--- src/rtl/rv_core_pkg.sv ---
`default_nettype none
// ============================================================================
// Package     : rv_core_pkg
// Description : Shared RV32 core constants: datapath widths, write-back source
//               indices and the write-back entry layout.
// Revision    : 1.0 - initial release
// ============================================================================
package rv_core_pkg;

    localparam int XLEN = 32;
    localparam int RA_W = 5;

    // Write-back source indices into the packed source bus
    localparam int WB_ALU    = 0;
    localparam int WB_LU     = 1;
    localparam int WB_IMM    = 2;
    localparam int WB_IADDER = 3;
    localparam int WB_CSR    = 4;
    localparam int WB_PC4    = 5;

    // Field order matches the packed entry used inside the write-back stage
    typedef struct packed {
        logic [XLEN-1:0] data;
        logic [RA_W-1:0] rd;
        logic            wr_en;
    } wb_entry_t;

endpackage : rv_core_pkg
`default_nettype wire

--- src/rtl/wb_skid_buf.sv ---
`default_nettype none
// ============================================================================
// Module      : wb_skid_buf
// Description : Two-entry valid/ready FIFO (head + skid). Upstream ready is a
//               function of the registered occupancy only, so there is no
//               combinational path from downstream ready to upstream ready.
// Revision    : 1.0 - initial release
// ============================================================================
module wb_skid_buf #(
    parameter int W = 38
) (
    input  logic         clk,
    input  logic         rst,
    input  logic         i_flush,
    input  logic         i_push_valid,
    output logic         o_push_ready,
    input  logic [W-1:0] i_push_data,
    output logic         o_pop_valid,
    input  logic         i_pop_ready,
    output logic [W-1:0] o_pop_data,
    output logic [W-1:0] o_tail_data,
    output logic         o_tail_valid
);

    localparam logic [1:0] c_CNT_EMPTY = 2'd0;
    localparam logic [1:0] c_CNT_ONE   = 2'd1;
    localparam logic [1:0] c_CNT_FULL  = 2'd2;

    logic [1:0]   r_count;
    logic [W-1:0] r_head;
    logic [W-1:0] r_skid;
    logic         w_push;
    logic         w_pop;

    assign o_push_ready = (r_count != c_CNT_FULL);
    assign o_pop_valid  = (r_count != c_CNT_EMPTY);
    assign w_push       = i_push_valid & o_push_ready;
    assign w_pop        = o_pop_valid & i_pop_ready;
    assign o_pop_data   = r_head;

    // Youngest entry: skid when full, otherwise head (zero when empty)
    assign o_tail_data  = (r_count == c_CNT_FULL) ? r_skid : r_head;
    assign o_tail_valid = o_pop_valid;

    // Occupancy and storage update; vacated slots are zeroed so idle outputs read 0
    always_ff @(posedge clk) begin
        if (rst || i_flush) begin
            r_count <= c_CNT_EMPTY;
            r_head  <= '0;
            r_skid  <= '0;
        end else begin
            case (r_count)
                c_CNT_EMPTY: begin
                    if (w_push) begin
                        r_head  <= i_push_data;
                        r_count <= c_CNT_ONE;
                    end
                end
                c_CNT_ONE: begin
                    if (w_push && w_pop) begin
                        r_head <= i_push_data;
                    end else if (w_push) begin
                        r_skid  <= i_push_data;
                        r_count <= c_CNT_FULL;
                    end else if (w_pop) begin
                        r_head  <= '0;
                        r_count <= c_CNT_EMPTY;
                    end
                end
                c_CNT_FULL: begin
                    if (w_pop) begin
                        r_head  <= r_skid;
                        r_skid  <= '0;
                        r_count <= c_CNT_ONE;
                    end
                end
                default: begin
                    r_count <= c_CNT_EMPTY;
                    r_head  <= '0;
                    r_skid  <= '0;
                end
            endcase
        end
    end

endmodule : wb_skid_buf
`default_nettype wire

--- src/rtl/wb_pipe_mux_unit.sv ---
`default_nettype none
// ============================================================================
// Module      : wb_pipe_mux_unit
// Description : RV32 write-back stage. Selects WB data from NSRC packed
//               sources, buffers up to two results for a back-pressured
//               regfile port, provides the ALU operand-2 mux and a
//               forwarding tap of the youngest buffered result.
// Revision    : 1.0 - initial release
// ============================================================================
module wb_pipe_mux_unit
    import rv_core_pkg::*;
#(
    parameter int XLEN  = rv_core_pkg::XLEN,
    parameter int NSRC  = 8,
    parameter int RA_W  = rv_core_pkg::RA_W,
    parameter int SEL_W = (NSRC > 1) ? $clog2(NSRC) : 1
) (
    input  logic                 clk_in,
    input  logic                 reset_in,
    input  logic                 valid_in,
    output logic                 ready_out,
    input  logic [SEL_W-1:0]     wb_mux_sel_in,
    input  logic [NSRC*XLEN-1:0] wb_src_in,
    input  logic [RA_W-1:0]      rd_addr_in,
    input  logic                 rf_wr_en_in,
    input  logic                 alu_src_in,
    input  logic [XLEN-1:0]      imm_in,
    input  logic [XLEN-1:0]      rs2_in,
    output logic [XLEN-1:0]      alu_2nd_src_mux_out,
    input  logic                 flush_in,
    output logic                 wb_valid_out,
    input  logic                 wb_ready_in,
    output logic [XLEN-1:0]      wb_data_out,
    output logic [RA_W-1:0]      wb_rd_addr_out,
    output logic                 wb_wr_en_out,
    output logic                 fwd_valid_out,
    output logic [RA_W-1:0]      fwd_rd_out,
    output logic [XLEN-1:0]      fwd_data_out,
    output logic                 sel_err_out
);

    // Entry layout {data, rd, wr_en}, same field order as wb_entry_t
    localparam int c_ENT_W = XLEN + RA_W + 1;

    logic [XLEN-1:0]    w_sel_data;
    logic               w_sel_ok;
    logic [c_ENT_W-1:0] w_new_entry;
    logic [c_ENT_W-1:0] w_head;
    logic [c_ENT_W-1:0] w_tail;
    logic               w_tail_valid;
    logic               r_sel_err;

    // ALU operand-2 select: immediate or rs2
    assign alu_2nd_src_mux_out = alu_src_in ? imm_in : rs2_in;

    // WB source mux; an out-of-range select yields zero data and flags an error
    always_comb begin
        w_sel_data = '0;
        w_sel_ok   = 1'b0;
        for (int k = 0; k < NSRC; k++) begin
            if (wb_mux_sel_in == SEL_W'(k)) begin
                w_sel_data = wb_src_in[k*XLEN +: XLEN];
                w_sel_ok   = 1'b1;
            end
        end
    end

    // Writes to x0 are suppressed at capture time so every consumer sees wr_en=0
    assign w_new_entry = {w_sel_data, rd_addr_in, rf_wr_en_in & (rd_addr_in != '0)};

    wb_skid_buf #(
        .W (c_ENT_W)
    ) u_buf (
        .clk          (clk_in),
        .rst          (reset_in),
        .i_flush      (flush_in),
        .i_push_valid (valid_in),
        .o_push_ready (ready_out),
        .i_push_data  (w_new_entry),
        .o_pop_valid  (wb_valid_out),
        .i_pop_ready  (wb_ready_in),
        .o_pop_data   (w_head),
        .o_tail_data  (w_tail),
        .o_tail_valid (w_tail_valid)
    );

    assign wb_data_out    = w_head[c_ENT_W-1 -: XLEN];
    assign wb_rd_addr_out = w_head[RA_W:1];
    assign wb_wr_en_out   = w_head[0];

    assign fwd_data_out   = w_tail[c_ENT_W-1 -: XLEN];
    assign fwd_rd_out     = w_tail[RA_W:1];
    assign fwd_valid_out  = w_tail_valid & w_tail[0];

    // Sticky select-error flag, set only by an accepted (non-flushed) push
    always_ff @(posedge clk_in) begin
        if (reset_in) begin
            r_sel_err <= 1'b0;
        end else if (!flush_in && valid_in && ready_out && !w_sel_ok) begin
            r_sel_err <= 1'b1;
        end
    end

    assign sel_err_out = r_sel_err;

endmodule : wb_pipe_mux_unit
`default_nettype wire
--- config.mk ---
export PLATFORM = sky130hd
export DESIGN_NAME = wb_pipe_mux_unit
export DESIGN_NICKNAME = d
export VERILOG_FILES = /design/src/rtl/rv_core_pkg.sv /design/src/rtl/wb_skid_buf.sv /design/src/rtl/wb_pipe_mux_unit.sv
export SDC_FILE = /design/constraint.sdc
export NUM_CORES = 1
export LEC_CHECK = 0
export CAP_MARGIN = 20
export CELL_PAD_IN_SITES_DETAIL_PLACEMENT = 1
export CELL_PAD_IN_SITES_GLOBAL_PLACEMENT = 2
export CORE_ASPECT_RATIO = 1.2
export CORE_MARGIN = 5
export CORE_UTILIZATION = 21
export DETAILED_ROUTE_END_ITERATION = 7
export MAX_ROUTING_LAYER = met4
export PLACE_DENSITY = 0.95
export SETUP_SLACK_MARGIN = 0.5
export SKIP_LAST_GASP = 1
export SLEW_MARGIN = 20
export SYNTH_ARGS = -nofsm -noshare
export SYNTH_HDL_FRONTEND = slang
export SYNTH_HIERARCHICAL = 1
export SYNTH_SLANG_ARGS = --single-unit
export TNS_END_PERCENT = 1
--- constraint.sdc ---
create_clock -name clk_in -period 3.2 [get_ports clk_in]
set_clock_uncertainty 0.05 [all_clocks]
set_input_delay 0.32 -clock clk_in [delete_from_list [all_inputs] [get_ports clk_in]]
set_output_delay 0.32 -clock clk_in [all_outputs]
set_load 0.005 [all_outputs]
# --- Word level (Yosys, flattened, before mapping) ---
# Cells that the tools add are included.
classes:
  shifts: 0
  n_bitwise: 5
  mux: 32
  add_sub_neg: 0
  eq_ne: 17
  n_reduce_logical: 14
  n_div: 0
  n_mul: 0
  order_cmp: 0
op_table:
  columns: ["op", "count"]
  rows:
  - ["32-bit two-way mux", 9]
  - ["38-bit two-way mux", 7]
  - ["38-bit case mux with 3 select lines", 2]
  - ["3-bit equality test, second input constant", 4]
  - ["4-bit AND reduction", 3]
  - ["2-bit two-way mux", 5]
  - ["1-bit two-way mux", 8]
  - ["3-bit by 2-bit equality test with 1-bit output, second input constant", 2]
  - ["2-bit by 1-bit != test with 1-bit output, second input constant", 3]
  - ["3-bit by 1-bit != test with 1-bit output, second input constant", 2]
  - ["2-bit case mux with 3 select lines", 1]
  - ["5-bit nonzero test", 1]
  - ["1-bit AND", 4]
  - ["1-bit logical AND", 4]
  - ["2-bit != test, second input constant", 2]
  - ["3-bit by 1-bit equality test with 1-bit output, second input constant", 1]
  - ["3-bit zero test", 1]
  - ["3-bit != test, second input constant", 1]
  - ["2-bit by 1-bit equality test with 1-bit output, second input constant", 1]
  - ["2-bit equality test, second input constant", 1]
  - ["1-bit zero test", 2]
  - ["2-bit zero test", 1]
  - ["2-bit nonzero test", 1]
  - ["1-bit logical OR", 1]
  - ["1-bit inverter", 1]
word_totals:
  ram_bits: 0
  inputBits: 335
  latch_bits: 0
  wordCells: 72
  reg_bits: 79
  romBits: 0
  out_inout_bits: 111
  mem_count: 0

# --- Depth between registers and ports, before layout ---
logic_depth:
  ltp_word: 12
  ltp_mapped: 12
  depth_no_buf: 8

# --- Hierarchy ---
# Netlist, hierarchy kept.
modules_own_cells:
  columns: ["module", "cells_each", "area_each_um2", "seq_area_each_um2", "instances"]
  rows:
  - ["wb_skid_buf", 507, 3942.5, 1561.5, 1]
  - ["wb_pipe_mux_unit", 337, 3124.2, 20.0, 1]

# --- Worst setup path before layout ---
# OpenSTA, ideal clock, no wires.
synth_path:
  kind: "input-to-reg"
  startpoint: "in wb_mux_sel_in[1]"
  endpoint: "reg u_buf.r_head[30], in the netlist u_buf/o_pop_data[30]"
  arrival_time_ps: 1880
  path_slack_ps: 1138
  setup_time_ps: 132
  path_buffers: 2
  stages: 10
  t_required_ps: 3018
  path_cell_list: "buf_6 > buf_2 > mux2_2 > a22oi_2 > a21oi_1 > a221o_1 > nand3b_1 > a21oi_1 > a311oi_1 > a21oi_1"
synth_between:
  elab_chain_cells: 11
  word_cells_on_any_way: 19
  cone_classes: "eq/ne (7); mux (11); reduce/logical (1)"
synth_lines:
  columns: ["item", "line", "source"]
  rows:
  - ["from (decl)", "wb_pipe_mux_unit.sv:22", "input logic [SEL_W-1:0] wb_mux_sel_in,"]
  - ["3-bit zero test", "wb_pipe_mux_unit.sv:61", "if (wb_mux_sel_in == SEL_W'(k)) begin"]
  - ["32-bit two-way mux (7 in series)", "wb_pipe_mux_unit.sv:61", null]
  - ["32-bit two-way mux (*)", "wb_pipe_mux_unit.sv:61", null]
  - ["named net w_new_entry[30]", "wb_pipe_mux_unit.sv:47", "logic [c_ENT_W-1:0] w_new_entry;"]
  - ["38-bit two-way mux, on equally long branches", "wb_skid_buf.sv:60, wb_skid_buf.sv:54", null]
  - ["38-bit case mux with 3 select lines (*)", "wb_skid_buf.sv:52", "case (r_count)"]
  - ["to (signal assigned)", "wb_skid_buf.sv:55", "r_head <= i_push_data;"]
  - ["to (signal assigned)", "wb_skid_buf.sv:61", "r_head <= i_push_data;"]
  - ["to (signal assigned)", "wb_skid_buf.sv:72", "r_head <= r_skid;"]
  - ["to (decl)", "wb_skid_buf.sv:30", "logic [W-1:0] r_head;"]
# The timed path passes the listed nets; every way through them passes the cells marked *. The select of a mux whose other input is x is not followed.
# A chain may end at the register's enable or synchronous reset.

# --- Worst setup path in the final report ---
layout_path:
  startpoint: "reg u_buf.r_count[0]"
  endpoint: "out fwd_valid_out"
layout_between:
  elab_chain_cells: 3
  word_cells_on_any_way: 4
  cone_classes: "eq/ne (1); mux (1); bitwise (1); reduce/logical (1)"
layout_lines:
  columns: ["item", "line", "source"]
  rows:
  - ["from (decl)", "wb_skid_buf.sv:29", "logic [1:0] r_count;"]
  - ["from (signal assigned)", "wb_skid_buf.sv:48", "r_count <= c_CNT_EMPTY;"]
  - ["from (signal assigned)", "wb_skid_buf.sv:56", "r_count <= c_CNT_ONE;"]
  - ["from (signal assigned)", "wb_skid_buf.sv:64", "r_count <= c_CNT_FULL;"]
  - ["2-bit equality test", "wb_skid_buf.sv:42", "assign o_tail_data = (r_count == c_CNT_FULL) ? r_skid : r_head;"]
  - ["38-bit two-way mux", "wb_skid_buf.sv:42", null]
  - ["named net w_tail[0]", "wb_pipe_mux_unit.sv:49", "logic [c_ENT_W-1:0] w_tail;"]
  - ["1-bit AND", "wb_pipe_mux_unit.sv:93", "assign fwd_valid_out = w_tail_valid & w_tail[0];"]
  - ["to (decl)", "wb_pipe_mux_unit.sv:36", "output logic fwd_valid_out,"]
# The timed path passes the listed nets, and every way through them passes these cells.

==> impl_metrics.tcl <==
set metrics [dict create \
    crit_path_end_kind "output port" \
    arrival_ps 2190 \
    syn_inst 844 \
    status "finished, final reports clean" \
    vdd_drop_max_uv 194 \
    cpMostUsedCell "nand2_1" \
    drive_gt1_frac 0.146 \
    ant_nets 0 \
    synth_cell_types 50 \
    fin_nets 1582 \
    synth_xor_area_frac 0 \
    reg2reg_from "u_buf/r_count[0]" \
    syn_area_per_cell_um2 8.37 \
    p_int_mw 2.39 \
    fin_tns_setup_ps 0 \
    cts_tree "built" \
    relSlewSlack 0.575 \
    dp_hpwl_um 32700 \
    synth-seq-cells 79 \
    dieArea_mm2 0.0374 \
    cts.sinks 79 \
    post_drt_wl_per_cell_um 23.6 \
    ys_seq_area_frac 0.224 \
    pin_count 446 \
    critPathMaxStageDelay_ps 490 \
    synth_mux_area_frac 0.243 \
    fmax_ghz 0.391 \
    synth_edf_count 0 \
    yosys_most_used_dff "dfxtp_1" \
    root_buffer "clkbuf_16" \
    hold_violations 0 \
    synthArstFlopShare 0 \
    start_util 0.213 \
    p_per_area_mw_per_mm2 280 \
    yosysTopAreaCell "dfxtp_1" \
    drc_errors 0 \
    grt_max_degree 43 \
    drtIter0Drc 377 \
    via_per_inst 4.95 \
    die_h_um 211 \
    finalPower_mw 3.42 \
    hold_buffers 0 \
    cp-endpoint "fwd_valid_out" \
    grt_pass1_vias 9057 \
    netSwitchingFraction 0.300 \
    r2r_end "u_buf/o_pop_data[17]" \
    setup_viol 0 \
    cts_max_level 3 \
    yosys_warnings 6 \
    die-width_um 177 \
    pwr-share-comb 0.381 \
    synth.area.top_cells "dfxtp_1 22%, mux2i_1 8.5%, mux2_2 6.9%" \
    areaGrowthSynthToFinish_pct 72.9 \
    synth_fp_nets 1179 \
    clockBufferDepth 2 \
    synthAdderAreaFrac 0 \
    cts_made_buffers 9 \
    critical_path.max_fanout 30 \
    gp_congestion 0.858 \
    num_rows 73 \
    track_usage 0.209 \
    finalCriticalPeriod_ps 2560 \
    gr-total-overflow 0 \
    drt_first_pass_iters 5 \
    p_leak_nw 4.48 \
    required_ps 2830 \
    core_mm2 0.0332 \
    synth_common_cells "121 x nand2_1, 79 x dfxtp_1, 76 x a21oi_1" \
    timing.final.crit_share 0.799 \
    grt_pass1_wl_um 57600 \
    synth_most_common_cell "nand2_1" \
    crit_slowest_cell "clkdlybuf4s50_1" \
    grt_setup_unrepaired "no" \
    final_core_util 0.368 \
    seqPwrFrac 0.300 \
    routed_wl_um 40200 \
    final_max_slew_viol_count 0 \
    power.clock.fraction 0.320 \
    clk_pin_slew_worst_paths_ps 70 \
    antenna_found_initial 6 \
    synth_top_family_by_area "compound AO/OA/AOI/OAI gates" \
    post_synth_and_or_nand_nor_area_fraction 0.191 \
    r2r_setup_slack_ps 1260 \
    synthesis.area_mm2 0.00707 \
    synth_compound_area_frac 0.265 \
    clock_latency_ps 350 \
    yosys.area.top_type_share 0.224 \
    path_cells "and2b_2 > clkinv_1 > buf_8 > nand2_1 > nand2_1 > and2_1 > clkdlybuf4s50_1" \
    reg2reg_depth 6 \
    cp-start-kind "flip-flop" \
    numPortBuffers 445 \
    dr_total_vias 8459 \
    maxCapViolCount 0 \
    crit_path_start "u_buf/r_count[0]" \
    worstSetupPathType "reg -> out" \
    worst_hold_path_type "reg -> reg" \
    worstMarginPinSlew_ps 635 \
    switchingPower_mw 1.03 \
]
[power by group through the flow]
| stage | clock network, mW | logic, mW | registers, mW |
|---|---|---|---|
| after detailed placement | 0 | 1.30 | 1.05 |
| after CTS | 1.12 | 1.31 | 1.03 |
| after global placement | 0 | 1.28 | 1.05 |
| after global routing | 1.17 | 1.38 | 1.03 |
| after floorplan | 0 | 0.555 | 1.04 |
| final | 1.09 | 1.30 | 1.02 |
[state kept, by name, indices dropped and copies added, names as in the netlist]
| signal | count |
|---|---|
| u_buf/o_pop_data | 38 |
| u_buf/r_count | 2 |
| sel_err_out | 1 |
| u_buf/r_skid | 38 |
[timing repair]
| action | in CTS | in global routing |
|---|---|---|
| endpoints found under the setup margin | 29 | 19 |
| resized for setup | 2 | 2 |
| endpoints found under the hold margin | 0 | 0 |
| setup buffers | 0 | 0 |
[critical path, delay by kind of cell, from the launching register on]
family / cells / cell delay (ps)
flip-flops: 1 / 440
buffers and inverters: 3 / 820
AND/OR/NAND/NOR: 4 / 560
[cells in the final DEF, fill, tap and decap left out, types with 4 or more instances in the layout]
master,count
a221oi_1,18
nor3b_1,5
nor2b_1,4
diode_2,6
nand3_1,22
buf_4,34
a22oi_1,37
o221a_2,18
mux4_2,18
a21o_1,18
o21ai_0,26
nand3b_1,4
clkbuf_16,9
o21ai_1,9
a311oi_1,4
a22oi_2,9
buf_12,4
nor2_1,58
mux2_2,43
a221o_1,13
dfxtp_1,78
and2_1,40
nand2b_1,19
nand2_1,121
a221oi_2,13
mux2i_1,60
a21oi_1,76
mux2_4,13
clkdlybuf4s50_1,442
[worst min-delay path by stage]
stage	from	to	slack (ps)	cells past startpoint
after floorplan	reset_in	sel_err_out	340	1
after global placement	sel_err_out	sel_err_out	410	1
after detailed placement	sel_err_out	sel_err_out	410	1
after CTS	sel_err_out	sel_err_out	420	1
after global routing	sel_err_out	sel_err_out	440	1
final	sel_err_out	sel_err_out	420	1
[cell type report]
| cell class | count | area (um2) |
|---|---|---|
| multi-input cells | 673 | 4960 |
| fillers | 3842 | 20900 |
| flip-flops and latches | 79 | 1590 |
| well taps | 450 | 563 |
| clock inverters | 7 | 80.1 |
| diodes | 6 | 15.0 |
| inverters | 3 | 11.3 |
| clock buffers | 9 | 225 |
| repair buffers | 481 | 4770 |
[per-layer routing]
layer  vias to the layer above  global-route usage  part of all wire
li1                       3930                   -                 -
met1                      4143               0.270              0.44
met2                       346               0.344              0.49
met3                        40              0.0252             0.052
met4                         0              0.0614             0.020
met5                         -                   -                 0
[cells by family (layout without fill, tap and decap cells)]
| kind of cell | after synthesis | after routing |
|---|---|---|
| and+or+nand+nor | 287 | 287 |
| AOI/OAI and AO/OA | 249 | 249 |
| muxes | 137 | 137 |
| buffers and inverters | 92 | 500 |
| DFF | 79 | 79 |
| other | 0 | 6 |
[stage by stage]
stage                     instance area (um2)  hold WS [ps]  cells  worst slack (ps)
after floorplan                          7070           342    844              1140
after global placement                  11900           413   1686               480
after detailed placement                11900           408   1686               457
after CTS                               12200           422   1702               502
after global routing                    12200           435   1708               521
final                                   12200           419   1708               643
Note: power is estimated with default switching activity, not from simulation.
